**config.mk**
```make
export PLATFORM = sky130hd
export DESIGN_NAME = wb_burst_monitor
export DESIGN_NICKNAME = d
export VERILOG_FILES = /design/src/rtl/wb_burst_monitor.sv
export SDC_FILE = /design/constraint.sdc
export NUM_CORES = 1
export LEC_CHECK = 0
export CAP_MARGIN = 5
export CELL_PAD_IN_SITES_DETAIL_PLACEMENT = 0
export CELL_PAD_IN_SITES_GLOBAL_PLACEMENT = 1
export CORE_MARGIN = 8
export CORE_UTILIZATION = 25
export CTS_BUF_LIST = sky130_fd_sc_hd__clkbuf_8
export CTS_CLUSTER_DIAMETER = 60
export DETAILED_ROUTE_END_ITERATION = 8
export GPL_ROUTABILITY_DRIVEN = 1
export PLACE_DENSITY = 0.66
export SYNTH_ARGS = -nofsm -noshare
export SYNTH_HDL_FRONTEND = slang
export SYNTH_SLANG_ARGS = --single-unit
```
**constraint.sdc**
```tcl
create_clock -name i_clk -period 2.9 [get_ports i_clk]
set_input_delay 0.435 -clock i_clk [delete_from_list [all_inputs] [get_ports i_clk]]
set_output_delay 0.435 -clock i_clk [all_outputs]
set_load 0.01 [all_outputs]
```
**src/rtl/wb_burst_monitor.sv**
```systemverilog
// wb_burst_monitor: passive checker for the core's Wishbone master port.
// Shadows the IDLE/BURST/WAIT_ACK master FSM and logs protocol errors.
//
// Ports:
//   i_clk, i_rst     clock, synchronous active-high reset
//   i_wb_cyc/stb/ack observed Wishbone handshake
//   i_burst          with cyc&stb at cycle start: BURST_LEN-beat burst
//   i_extra_write    another write is chained after the final beat
//   i_clr            clear sticky flags and error counter
//   o_state          shadow state (0 IDLE, 1 BURST, 2 WAIT_ACK)
//   o_beat           acks received in the current burst
//   o_err_ack_idle   sticky: ack seen while IDLE
//   o_err_abort      sticky: cyc dropped mid-transfer
//   o_err_timeout    sticky: dwell counter expired
//   o_err_pulse      one-cycle pulse per error event
//   o_err_count      saturating error event count

module wb_burst_monitor #(
   parameter int unsigned BURST_LEN       = 4,
   parameter int unsigned TIMEOUT         = 1000,
   parameter bit          IDLE_TIMEOUT_EN = 1'b0,
   parameter int unsigned ERR_CNT_W       = 8
) (
   input  logic                 i_clk,
   input  logic                 i_rst,
   input  logic                 i_wb_cyc,
   input  logic                 i_wb_stb,
   input  logic                 i_wb_ack,
   input  logic                 i_burst,
   input  logic                 i_extra_write,
   input  logic                 i_clr,
   output logic [1:0]           o_state,
   output logic [3:0]           o_beat,
   output logic                 o_err_ack_idle,
   output logic                 o_err_abort,
   output logic                 o_err_timeout,
   output logic                 o_err_pulse,
   output logic [ERR_CNT_W-1:0] o_err_count
);

   localparam int unsigned DW = $clog2(TIMEOUT + 1);

   // Beat value whose ack completes all but the final beat.
   localparam logic [3:0] PENULT_BEAT = 4'(BURST_LEN - 2);

   localparam logic [DW-1:0] DWELL_LAST = DW'(TIMEOUT - 1);

   localparam logic [ERR_CNT_W-1:0] CNT_MAX = '1;
   localparam logic [ERR_CNT_W-1:0] CNT_ONE = ERR_CNT_W'(1);

   typedef enum logic [1:0] {
      S_IDLE  = 2'd0,
      S_BURST = 2'd1,
      S_WAIT  = 2'd2
   } state_t;

   state_t          state_q;
   state_t          state_d;
   logic [3:0]      beat_q;
   logic [3:0]      beat_d;
   logic [DW-1:0]   dwell_q;
   logic [DW-1:0]   dwell_d;

   logic            ack_idle;
   logic            abort;
   logic            timeout;
   logic            err_any;
   logic            dwell_en;

   logic            ack_idle_q;
   logic            abort_q;
   logic            timeout_q;
   logic            pulse_q;
   logic [ERR_CNT_W-1:0] count_q;

   always_ff @(posedge i_clk) begin
      if (i_rst) begin
         state_q <= S_IDLE;
         beat_q  <= '0;
         dwell_q <= '0;
      end else begin
         state_q <= state_d;
         beat_q  <= beat_d;
         dwell_q <= dwell_d;
      end
   end

   assign dwell_en = (state_q != S_IDLE) || IDLE_TIMEOUT_EN;

   always_comb begin
      state_d  = state_q;
      beat_d   = beat_q;
      dwell_d  = dwell_q;
      ack_idle = 1'b0;
      abort    = 1'b0;
      timeout  = 1'b0;

      unique case (state_q)
         S_IDLE: begin
            if (i_wb_ack) begin
               ack_idle = 1'b1;
            end else if (i_wb_cyc && i_wb_stb) begin
               if (i_burst) begin
                  state_d = S_BURST;
                  beat_d  = '0;
               end else begin
                  state_d = S_WAIT;
               end
            end
         end
         S_BURST: begin
            // A dropped cyc wins over a same-edge ack.
            if (!i_wb_cyc) begin
               abort   = 1'b1;
               state_d = S_IDLE;
               beat_d  = '0;
            end else if (i_wb_ack) begin
               beat_d = beat_q + 4'd1;
               if (beat_q == PENULT_BEAT) begin
                  state_d = S_WAIT;
               end
            end
         end
         S_WAIT: begin
            if (!i_wb_cyc) begin
               abort   = 1'b1;
               state_d = S_IDLE;
               beat_d  = '0;
            end else if (i_wb_ack) begin
               beat_d = '0;
               if (!i_extra_write) begin
                  state_d = S_IDLE;
               end
            end
         end
         default: begin
            state_d = S_IDLE;
            beat_d  = '0;
         end
      endcase

      // Dwell tracks cycles without progress; expiring it forces
      // the shadow FSM back to IDLE (a no-op when already IDLE).
      if ((state_d != state_q) || i_wb_ack || !dwell_en) begin
         dwell_d = '0;
      end else if (dwell_q == DWELL_LAST) begin
         timeout = 1'b1;
         dwell_d = '0;
         state_d = S_IDLE;
         beat_d  = '0;
      end else begin
         dwell_d = dwell_q + DW'(1);
      end
   end

   assign err_any = ack_idle || abort || timeout;

   always_ff @(posedge i_clk) begin
      if (i_rst) begin
         ack_idle_q <= 1'b0;
         abort_q    <= 1'b0;
         timeout_q  <= 1'b0;
         pulse_q    <= 1'b0;
         count_q    <= '0;
      end else begin
         pulse_q <= err_any;
         if (i_clr) begin
            // A clear never hides an error arriving on the same edge.
            ack_idle_q <= ack_idle;
            abort_q    <= abort;
            timeout_q  <= timeout;
            count_q    <= err_any ? CNT_ONE : '0;
         end else begin
            ack_idle_q <= ack_idle_q || ack_idle;
            abort_q    <= abort_q || abort;
            timeout_q  <= timeout_q || timeout;
            if (err_any && (count_q != CNT_MAX)) begin
               count_q <= count_q + CNT_ONE;
            end
         end
      end
   end

   assign o_state        = state_q;
   assign o_beat         = beat_q;
   assign o_err_ack_idle = ack_idle_q;
   assign o_err_abort    = abort_q;
   assign o_err_timeout  = timeout_q;
   assign o_err_pulse    = pulse_q;
   assign o_err_count    = count_q;

endmodule

```
Word-level counts from Yosys, hierarchy flattened

Cells that the tools add are included.

Bits in read-only memories: 0
Bits in latches: 0
Word-level logic and storage cells: 66
Flip-flop bits (word level): 28
Memories: 0
Bits in writable memories: 0

$lt $le $gt $ge: 0
Divide/modulo/power cells: 0
Reduce and logical (&&, ||, !) cells: 15
Shift-type cells: 0
Eq/ne operators: 6
Bitwise logic cells: 0
Multipliers: 0
Mux-type cells: 34
Add/sub/neg operators: 3

Operator list:

| kind                                                                  | number |
|---|---|
| 4-bit 2-to-1 mux                                                      | 9 |
| 2-bit 2-to-1 mux                                                      | 11 |
| 8-bit 2-to-1 mux                                                      | 2 |
| 4-bit one-hot mux with 3 select lines                                 | 1 |
| 10-bit by 1-bit adder with 10-bit output, second input constant       | 1 |
| 10-bit equality test, second input constant                           | 1 |
| 1-bit 2-to-1 mux                                                      | 10 |
| 8-bit by 1-bit adder with 8-bit output, second input constant         | 1 |
| 8-bit != test, second input constant                                  | 1 |
| 1-bit logical OR                                                      | 7 |
| 2-bit one-hot mux with 3 select lines                                 | 1 |
| 4-bit by 1-bit adder with 4-bit output, second input constant         | 1 |
| 4-bit by 2-bit equality test with 1-bit output, second input constant | 1 |
| 2-bit nonzero test                                                    | 2 |
| 3-bit OR reduction                                                    | 1 |
| 2-bit by 1-bit equality test with 1-bit output, second input constant | 1 |
| 2-bit equality test, second input constant                            | 1 |
| 1-bit logical AND                                                     | 2 |
| 2-bit zero test                                                       | 1 |
| 2-bit != test                                                         | 1 |
| 2-bit OR reduction                                                    | 1 |
| 1-bit zero test                                                       | 1 |

Depth between registers and ports, before layout

Word-level depth: 13
Gate-level depth with buffers: 9
Gate-level depth less buffers: 7

Worst setup path before layout

No wires, ideal clock.

Path type: register -> register
Start: register state_q[0], in the netlist o_state[0]
End: register count_q[5], in the netlist o_err_count[5]
Path buffers: 1
Setup slack: 0.700 ns
Required time: 2.828 ns
Cell stages (with the launch flop): 8
Arrival time: 2.129 ns
Setup time: 0.072 ns
Path through: dfxtp_1 inv_1 ha_1 clkbuf_1 or3_1 a211o_4 a2111oi_4 mux2i_1

Cells in the longest elaborated chain, start to end: 11
Elaborated cells on any way between the ends: 25

Ends and longest elaborated chain:

| element                               | RTL line | text |
|---|---|---|
| start, declared                       | 57       | `state_t state_q;` |
| start signal, assigned                | 82       | `state_q <= state_d;` |
| 2-bit 2-to-1 mux (on tied branches)   | 131, 119 |  |
| 2-bit 2-to-1 mux (on tied branches)   | 129, 117 |  |
| 2-bit 2-to-1 mux (on tied branches)   | 125, 113 |  |
| 2-bit one-hot mux with 3 select lines | 98       | `unique case (state_q)` |
| 2-bit != test                         | 144      | `if ((state_d != state_q) \|\| i_wb_ack \|\| !dwell_en) begin` |
| 1-bit logical OR (2 in series)        | 144      |  |
| 1-bit 2-to-1 mux                      | 144      |  |
| 1-bit logical OR *                    | 156      | `assign err_any = ack_idle \|\| abort \|\| timeout;` |
| 1-bit logical AND *                   | 177      | `if (err_any && (count_q != CNT_MAX)) begin` |
| 2-bit nonzero test (no source line) * | n/a      |  |
| end signal, assigned                  | 172      | `count_q <= err_any ? CNT_ONE : '0;` |
| end signal, assigned                  | 178      | `count_q <= count_q + CNT_ONE;` |
| end, declared                         | 74       | `logic [ERR_CNT_W-1:0] count_q;` |

Every way passes the cells marked *; elsewhere a longest branch is shown, timed or not.
A chain may end at the register's enable or synchronous reset.

Worst setup path after layout

Start: register state_q[0], in the netlist o_state[0]
End: register count_q[2], in the netlist o_err_count[2]

Same word-level chain as after synthesis.

==> key figures <==
Outcome
  – Outcome: finished clean

Routing
  – Vias/cell: 5.03
  – DR vias: 1,474
  – Remaining DRCs: 0
  – Detailed Route Iter0 Violations: 71
  – DRT Pass-1 Iters: 4
  – DR WL/cell: 13.8 microns
  – DRT Wirelength: 4060 microns
  – Routed Antenna Nets: 0

GRT
  – First-pass GRT wire length: 6910 microns
  – Largest net degree at the start of global routing: 15
  – Vias in the first global route: 1,470
  – Initial antenna violation count: 0
  – Tot GR Track Use: 0.0848
  – GR Overflow Total: 0

Die
  – IO Pins: 26
  – Starting Density: 0.258
  – Die area: 9360 sq um
  – Core area: 6310 sq um
  – FP Rows: 29
  – Die height: 96.8 microns
  – Die width: 96.8 microns

STA
  – Hold Vio Cnt, Final: 0
  – Setup WS post-layout: 0.503 ns
  – Final Setup Violations: 0
  – Final period util: 0.827
  – RSZ-0062 raised after global routing: no
  – Min cycle time layout: 2.40 ns
  – Clk_skew: 0.00919 ns
  – Rel. slew slack: 0.445
  – Setup TNS: 0 ns
  – Worst Tran Pin Value: 0.827 ns
  – Slew Limit Fails: 0
  – Fmax: 417 MHz

Clock tree
  – Sinks on Clock Net: 28
  – Htree depth: 1
  – TritonCTS Buffers: 3
  – Max Root-Sink Buffers: 2
  – Post-CTS setup buffer count: 0
  – CTS tree: yes
  – Hold buffers post-CTS: 0
  – Root Driver: clkbuf_8
  – Clock transition at path regs: 0.10 ns
  – Worst-Skew Late Latency: 0.28 ns
  – PostCTS Resize Cnt: 0

Critical path
  – Critical path startpoint: o_state[0]$_SDFF_PP0_
  – CP arrival: 2.56 ns
  – Worst reg2reg path startpoint: o_state[0]$_SDFF_PP0_
  – Worst Path Max Fanout: 9
  – RR Endpoint: o_err_count[2]$_SDFFE_PP0P_
  – Critical path data required time: 3.06 ns
  – Critical path class: reg -> reg
  – Crit. End Element: flip-flop
  – Setup crit start kind: flip-flop
  – Worst reg2reg path depth: 7
  – Reg-to-reg slack, setup: 0.50 ns

Cells and area
  – # fillers: 692
  – Area of the multi-input gates: 998 sq um
  – Most frequent cells in the layout: dfxtp_1 (28), clkdlybuf4s50_1 (25), nand2_1 (15)
  – Commonest non-fill, non-tap cell in the layout: dfxtp_1
  – Nets@finish: 235
  – N_diodes: 0
  – Proportion of layout cells with a drive suffix above 1: 0.0648
  – Storage element area: 561 sq um
  – Fin area: 2000 sq um
  – Synthesis-to-layout area growth: 22.6%

Yosys
  – Syn nets: 212
  – Prevailing post-synth register cell: dfxtp_1
  – Register area share after synthesis: 0.344
  – Yosys reg bits: 28
  – Distinct cells, synth: 43
  – Syn_area_per_cell: 8.36 sq um
  – Netlist Area Pre-Place: 1630 sq um
  – Synth async-reset ratio: 0
  – Post-synth EDFFs: 0
  – Syn Inst Count: 195
  – YS warnings: 0

Pwr
  – Worst VDD drop: 158 uV
  – Lkg Pwr: 0.000654 uW
  – Power per cell area: 347 nW/um^2

Place
  – Area after DPL: 1960 sq um
  – Final RePlAce weighted congestion: 0.840
  – DP HPWL: 3100 microns
  – Port buffer count: 25
  – Place WS: 0.238 ns

Worst hold path
  – WHS Endpoint: o_err_timeout$_SDFF_PP0_
  – Hold Path Class: reg -> reg
  – WHS Path Cells: 2
  – HP Start: o_err_timeout$_SDFF_PP0_

Run
  – Max cap viols: 0
## layout make-up
class,count,share of cell area
Timing Repair Buffer,27,0.133
Inverter,10,0.0188
Multi-Input combinational cell,148,0.499
Sequential cell,28,0.280
Tap cell,77,0.0482
Clock buffer,3,0.0207
## logic make-up after synthesis
family                     share of synthesized area
AOI/OAI and AO/OA                              0.196
xor gates and xnor gates                      0.0484
adders and majority gates                     0.0691
buffers and inverters                         0.0437
DFF                                            0.344
muxes                                         0.0246
and+or+nand+nor                                0.275
## worst max-delay path by stage
stage,end
3_3_place_gp,o_beat[3]$_SDFF_PP0_
4_1_cts,o_err_count[2]$_SDFFE_PP0P_
3_5_place_dp,o_state[0]$_SDFF_PP0_
5_1_grt,o_err_count[2]$_SDFFE_PP0P_
2_1_floorplan,o_err_count[5]$_SDFFE_PP0P_
6_report,o_err_count[2]$_SDFFE_PP0P_
## synth_stat cells (all sizes together), types with 3 or more instances
cell | instances | area, sq um
dfxtp | 28 | 561
nand2 | 15 | 56.3
nor2 | 14 | 52.6
nand3 | 11 | 55.1
nor3 | 11 | 55.1
a21oi | 10 | 50.1
inv | 10 | 37.5
clkbuf | 9 | 33.8
ha | 9 | 113
o21ai | 9 | 45.0
or3 | 6 | 37.5
xnor2 | 6 | 52.6
nand2b | 5 | 31.3
a211oi | 4 | 35.0
and3 | 4 | 25.0
mux2i | 4 | 40.0
nand4 | 4 | 25.0
nor3b | 3 | 22.5
xor2 | 3 | 26.3
## critical path, cell delays in order, from the launching register on
cell and delay [ns]:
dfxtp_1 0.52, inv_1 0.13, ha_1 0.32, or4b_1 0.49, nor4_1 0.27, nor2_1 0.12, o311ai_1 0.32, o41ai_2 0.12
## through the flow
step	cells	power, uW	util	hold WS [ns]
CTS	293	708	0.317	0.492
global route	293	729	0.317	0.507
global placement	290	491	0.310	0.473
detailed placement	290	490	0.310	0.473
floorplan	195	453	-	0.458
finish	293	695	0.317	0.485
## sequential cells by signal, summed over array words and instances, names as in the netlist
signal	cells
dwell_q	10
o_beat	4
o_err_abort	1
o_err_ack_idle	1
o_err_count	8
o_err_pulse	1
o_err_timeout	1
o_state	2
## report_power, final
part	leakage, uW	internal, uW	total, uW	switching, uW
clock network	0.0000216	93.4	214	121
registers	0.000226	390	396	5.88
logic	0.000406	36.0	84.7	48.8
total	0.000654	519	695	176
## per-layer routing
| metal | vias up | GRT usage | part of all wire |
|---|---|---|---|
| li1 | 740 | - | - |
| met1 | 709 | 0.102 | 0.48 |
| met2 | 23 | 0.145 | 0.48 |
| met3 | 2 | 0.0242 | 0.037 |
| met4 | 0 | 0.0178 | 0.0069 |
| met5 | - | 0 | 0 |
Power figures use the tool's default switching activity.
==> edit 1 (same settings) <==
One comparison of `beat_q` changes from == to >=.
--- a/src/rtl/wb_burst_monitor.sv
+++ b/src/rtl/wb_burst_monitor.sv
@@ -116,7 +116,7 @@
                beat_d  = '0;
             end else if (i_wb_ack) begin
                beat_d = beat_q + 4'd1;
-               if (beat_q == PENULT_BEAT) begin
+               if (beat_q >= PENULT_BEAT) begin
                   state_d = S_WAIT;
                end
             end
Formal check against the unedited RTL: no difference found for any inputs over 10 cycles, from zero or initial values and one cycle with i_rst high; that may be too few to reach the edited logic, so the function may still have changed.
==> edit 1 against the unedited design <==
  * Critical path type unchanged
  * Utilization is 0.88 points higher
  * Largest power group unchanged
  * Power is 13% higher
  * Wire length fell by 18%
  * Worst setup slack got worse by 290 ps
  * Hold slack worse by 10 ps
  * Synthesized area fell by 7.7%
  * Combinational power fell by 4.1%
  * First-iteration DRC count fell by 59%
  * Via count down 13%
  * Cell area shrank 4.2%
  * Critical path depth rose by 2
  * Sequential cell count is the same
==> edit 1: results (changes against the unedited design) <==
Cells and area
  – Fillers: 628 (-9.2%)
  – Sequential cell area: 561 um^2 (unchanged)
  – Antenna Cells: 0 (unchanged)
  – Layout cells sized above 1: 4.33% (-2.2 points)
  – Non-clock buffering overhead: 13.8% (+0.58 points)
  – Seq cells: 28 (unchanged)
  – Bufs w/o clock: 27 (unchanged)
  – Fraction of area in multi-input gates: 46.5% (-3.4 points)
  – Multi-input logic area: 891 um^2 (-11%)
  – Largest register by flop count: dwell_q
  – Layout Nets: 226 (-3.8%)
  – Clock-cell share: 3.72% (+1.7 points)
  – Multi-Input Combinational: 140 (-5.4%)
  – Non-clk invs: 9 (-1)

Placed design
  – Placed cell area: 0.00184 mm^2 (-5.8%)
  – Detail Placement HPWL: 2.59 mm (-16%)
  – Gpl congestion: 0.782 (-6.9%)
  – Dpl cells: 279 (-3.8%)
  – Setup Slack @ Placement: 228 ps (-9.74 ps)

Detailed routing
  – Metal-1 WL: 1.68 mm (-13%)
  – Met2 WL: 1.49 mm (-24%)
  – Uppermost layer routed: met4
  – Initial DRC Count: 29 (-59%)
  – Routed WL per cell: 11.8 um (-15%)
  – Final WL: 3.34 mm (-18%)
  – Metal3 WL: 134 um (-12%)
  – Remaining DRCs: 0 (unchanged)
  – Drt via density: 4.52 (-10%)

Floorplanning
  – Cell Rows: 28 (-3.4%)

Yosys
  – Synth top area cells: dfxtp_1, ha_1, nor2_1, a21oi_1, nand3_1
  – Syn_nets: 199 (-6.1%)
  – Synth cell types: 42 (-2.3%)
  – Commonest cells in the synthesized netlist: dfxtp_1, nor2_1, a21oi_1
  – FFs w/ async S/R, synth: 0% (unchanged)
  – Seq/Total Area, Yosys: 37.2% (+2.9 points)
  – Mean post-synth cell area: 8.27 um^2 (-1.1%)

Setup path
  – Worst path max stage delay: 490 ps (-30 ps)
  – Largest fanout on the critical path: 12 (+3)
  – Top Family by Delay on Critical Path: simple AND/OR/NAND/NOR gates
  – CP max stage cell: or4_4

Global route
  – Total track usage: 7.94% (-0.54 points)
  – Number of global-route vias before repair: 1211 (-18%)
  – Grt met3 use: 1.52% (-0.90 points)
  – Met1 usage: 10.0% (-0.20 points)
  – First-pass GRT wire length: 5.68 mm (-18%)
  – Largest net degree at the start of global routing: 17 (+2)
  – GR Util met2: 12.8% (-1.7 points)

Run status
  – Outcome: finished, final reports clean

CTS
  – Clock slew at reported path FFs: 100 ps (about the same)
  – CTS H-tree lvls: 1 (unchanged)
  – Clock root buffer: clkbuf_8
  – TritonCTS Buffers: 3 (unchanged)
  – Worst-case clock buffer depth: 2 (unchanged)

Power and ir drop
  – Leakage: 0.658 nW (+0.66%)
  – Worst vdd ir: 0.173 mV (+9.6%)

STA
  – Clock skew: 6.34 ps (-2.86 ps)
  – WHS: 474 ps (-10.4 ps)
  – Least-Margin Pin Slew: 413 ps (-414 ps)
  – PnR worst setup slack: 217 ps (-286 ps)
-- edit 1: final timing paths --
kind | from | to | depth (start not counted)
max | o_beat[0]$_SDFF_PP0_ | o_err_count[5]$_SDFFE_PP0P_ | 9
min | o_err_abort$_SDFF_PP0_ | o_err_abort$_SDFF_PP0_ | 2
max reg2reg | o_beat[0]$_SDFF_PP0_ | o_err_count[5]$_SDFFE_PP0P_ | 9
min reg2reg | o_err_abort$_SDFF_PP0_ | o_err_abort$_SDFF_PP0_ | 2
-- edit 1: cell families (layout without fill, tap and decap cells) --
logic type	count (synthesis)	after routing	synth area share [%]
buf+inv	14	40	3.57
fa+ha+maj	9	9	7.48
xor+xnor	8	8	4.66
compound gates	39	39	17.3
mux	1	1	0.665
flops	28	28	37.2
simple gates	83	83	29.1
-- edit 1: where the power goes --
group / switching (W) / leakage, nW / internal [W]
clock network: 0.000123 / 0.0357 / 0.000185
logic: 0.0000424 / 0.396 / 0.0000388
registers: 0.00000597 / 0.226 / 0.000390
==> edit 2 (same flow settings) <==
Made on the original files. Change the parameter `IDLE_TIMEOUT_EN` from 1'b0 to 1'b1.
--- a/src/rtl/wb_burst_monitor.sv
+++ b/src/rtl/wb_burst_monitor.sv
@@ -18,7 +18,7 @@
 module wb_burst_monitor #(
    parameter int unsigned BURST_LEN       = 4,
    parameter int unsigned TIMEOUT         = 1000,
-   parameter bit          IDLE_TIMEOUT_EN = 1'b0,
+   parameter bit          IDLE_TIMEOUT_EN = 1'b1,
    parameter int unsigned ERR_CNT_W       = 8
 ) (
    input  logic                 i_clk,
Formal check against the unedited RTL: same outputs for any inputs over 10 cycles, from zero or initial values and one cycle with i_rst high; that may be too few to reach the edited logic, so the function may still have changed.
==> edit 2 against the unedited design <==
  * Critical path depth unchanged
  * Cell area decreased by 0.69%
  * Worst setup slack got worse by 180 ps
  * Cell count increased by 0.34%
  * Via count decreased by 3.3%
  * Power increased by 16%
  * Clock skew decreased by 6.7 ps
  * Synthesized area decreased by 4.3%
  * Wire length decreased by 5.3%
  * Sequential cell count unchanged
==> edit 2: results (changes against the unedited design) <==
Placed design
  – Detail Placement HPWL: 2.92 mm (-5.6%)
  – Gpl congestion: 0.743 (-12%)
  – Port buffer count: 25 (unchanged)
  – Setup Slack @ Placement: 149 ps (-89.6 ps)
  – Placed cell area: 0.00191 mm^2 (-2.2%)

CTS
  – Resized cells post-CTS: 0 (unchanged)
  – Post-CTS setup buffers: 0 (unchanged)
  – TritonCTS Buffers: 3 (unchanged)
  – Clock latency on the worst-skew pair: 280 ps (about the same)
  – Worst-case clock buffer depth: 2 (unchanged)
  – Clock root buffer: clkbuf_8
  – CTS H-tree lvls: 1 (unchanged)
  – Clock slew at reported path FFs: 100 ps (about the same)

Min path
  – Worst Hold Class: register to register

Detailed routing
  – Antenna-violating nets left: 0 (unchanged)
  – Routed WL per cell: 13.1 um (-5.6%)
  – Drt via density: 4.85 (-3.6%)
  – Initial DRC Count: 55 (-23%)
  – Detailed Routing Iterations Pass 1: 4 (unchanged)

Global route
  – First-pass GRT wire length: 6.67 mm (-3.4%)
  – Total track usage: 9.06% (+0.58 points)
  – Largest net degree at the start of global routing: 17 (+2)
  – Initial antenna violation count: 0 (unchanged)
  – Number of global-route vias before repair: 1462 (-0.54%)

Cells and area
  – Layout cells sized above 1: 7.31% (+0.82 points)
  – Final cell count without fillers: 294 (+0.34%)
  – Antenna Cells: 0 (unchanged)
  – Layout Nets: 237 (+0.85%)
  – Largest register by flop count: dwell_q
  – Max FFs per register: 10 (unchanged)

Yosys
  – Commonest cells in the synthesized netlist: nor2_1, dfxtp_1, nand2_1, nand3_1, o21ai_0
  – Gate Count Post-Synth: 189 (-3.1%)
  – Syn_nets: 206 (-2.8%)
  – Synthesis Warnings: 0 (unchanged)
  – Synth top area cells: dfxtp_1, ha_1, nor2_1, nand3_1, nand2_1
  – Synth cell types: 41 (-4.7%)
  – FFs w/ async S/R, synth: 0% (unchanged)
  – Seq/Total Area, Yosys: 35.9% (+1.5 points)

Run status
  – Outcome: finished, final reports clean

STA
  – Clock skew: 2.47 ps (-6.73 ps)
  – Slew headroom: 67.8% (+23 points)
  – PnR worst setup slack: 320 ps (-183 ps)

Setup path
  – Arrival time worst endpoint: 2790 ps (+230 ps)
  – Largest fanout on the critical path: 10 (+1)

Power and ir drop
  – Worst vdd ir: 0.207 mV (+31%)
  – Leakage: 0.717 nW (+9.6%)
## edit 2: changes by cell type after synthesis, moves of 4 or more
cell      before  now
clkbuf_1       9    2
nor2_1        14   30
nor3_1        11    2
o31ai_1        0    6
or3_1          6    1
or4_1          0    4
## edit 2: through the flow
stage | power, W | utilization (%)
after floorplan | 0.000466 | -
after global placement | 0.000506 | 32.0
after detailed placement | 0.000505 | 32.0
after CTS | 0.000825 | 33.1
after global routing | 0.000849 | 33.1
final | 0.000809 | 33.1
## edit 2: path summary, 6_finish.rpt
check                                            from                     endpoint  slack (ps)  cells after the start
worst max-delay path            o_state[0]$_SDFF_PP0_  o_err_count[4]$_SDFFE_PP0P_         320                      7
worst min-delay path            dwell_q[0]$_SDFF_PP0_        dwell_q[0]$_SDFF_PP0_         470                      1
worst max register to register  o_state[0]$_SDFF_PP0_  o_err_count[4]$_SDFFE_PP0P_         320                      7
worst min register to register  dwell_q[0]$_SDFF_PP0_        dwell_q[0]$_SDFF_PP0_         470                      1
## edit 2: logic make-up (layout without fill, tap and decap cells)
logic type / after synthesis / after routing / synth area share, %
simple gates: 87 / 87 / 27.9
compound gates: 42 / 42 / 18.9
fa+ha+maj: 9 / 9 / 7.22
flops: 28 / 28 / 35.9
mux: 1 / 1 / 0.642
buf+inv: 13 / 43 / 4.33
xor+xnor: 9 / 9 / 5.05
## edit 2: cell type report
cell class | instances | area (um^2)
fill | 640 | 4010
multi-input combinational | 148 | 932
sequential | 28 | 561
timing repair buffer | 31 | 295
tap | 75 | 93.8
clock buffer | 3 | 41.3
inverter | 8 | 32.5
clock inverter | 1 | 30.0
## edit 2: critical path, stage by stage, from the launching register on
cell and delay (ps):
dfxtp_1 480, ha_1 350, nor2_1 120, or4_4 440, a31oi_4 220, a31oi_2 220, or4_1 520, a21boi_0 160
## edit 2: power breakdown
part,total (W),switching [W],internal (W)
combinational,0.0000972,0.0000542,0.0000430
sequential,0.000398,0.00000721,0.000391
clock,0.000313,0.000128,0.000185
## edit 2: metal layers
layer  wire length, um  global-route usage (%)  up-vias  part of all wire [%]
met5                 0                       0        -                     0
met4                44                    2.34        0                   1.1
met3               113                    2.38        4                   2.9
met2              1780                    15.2       19                    46
met1              1910                    11.2      665                    50
li1                  -                       -      738                     -
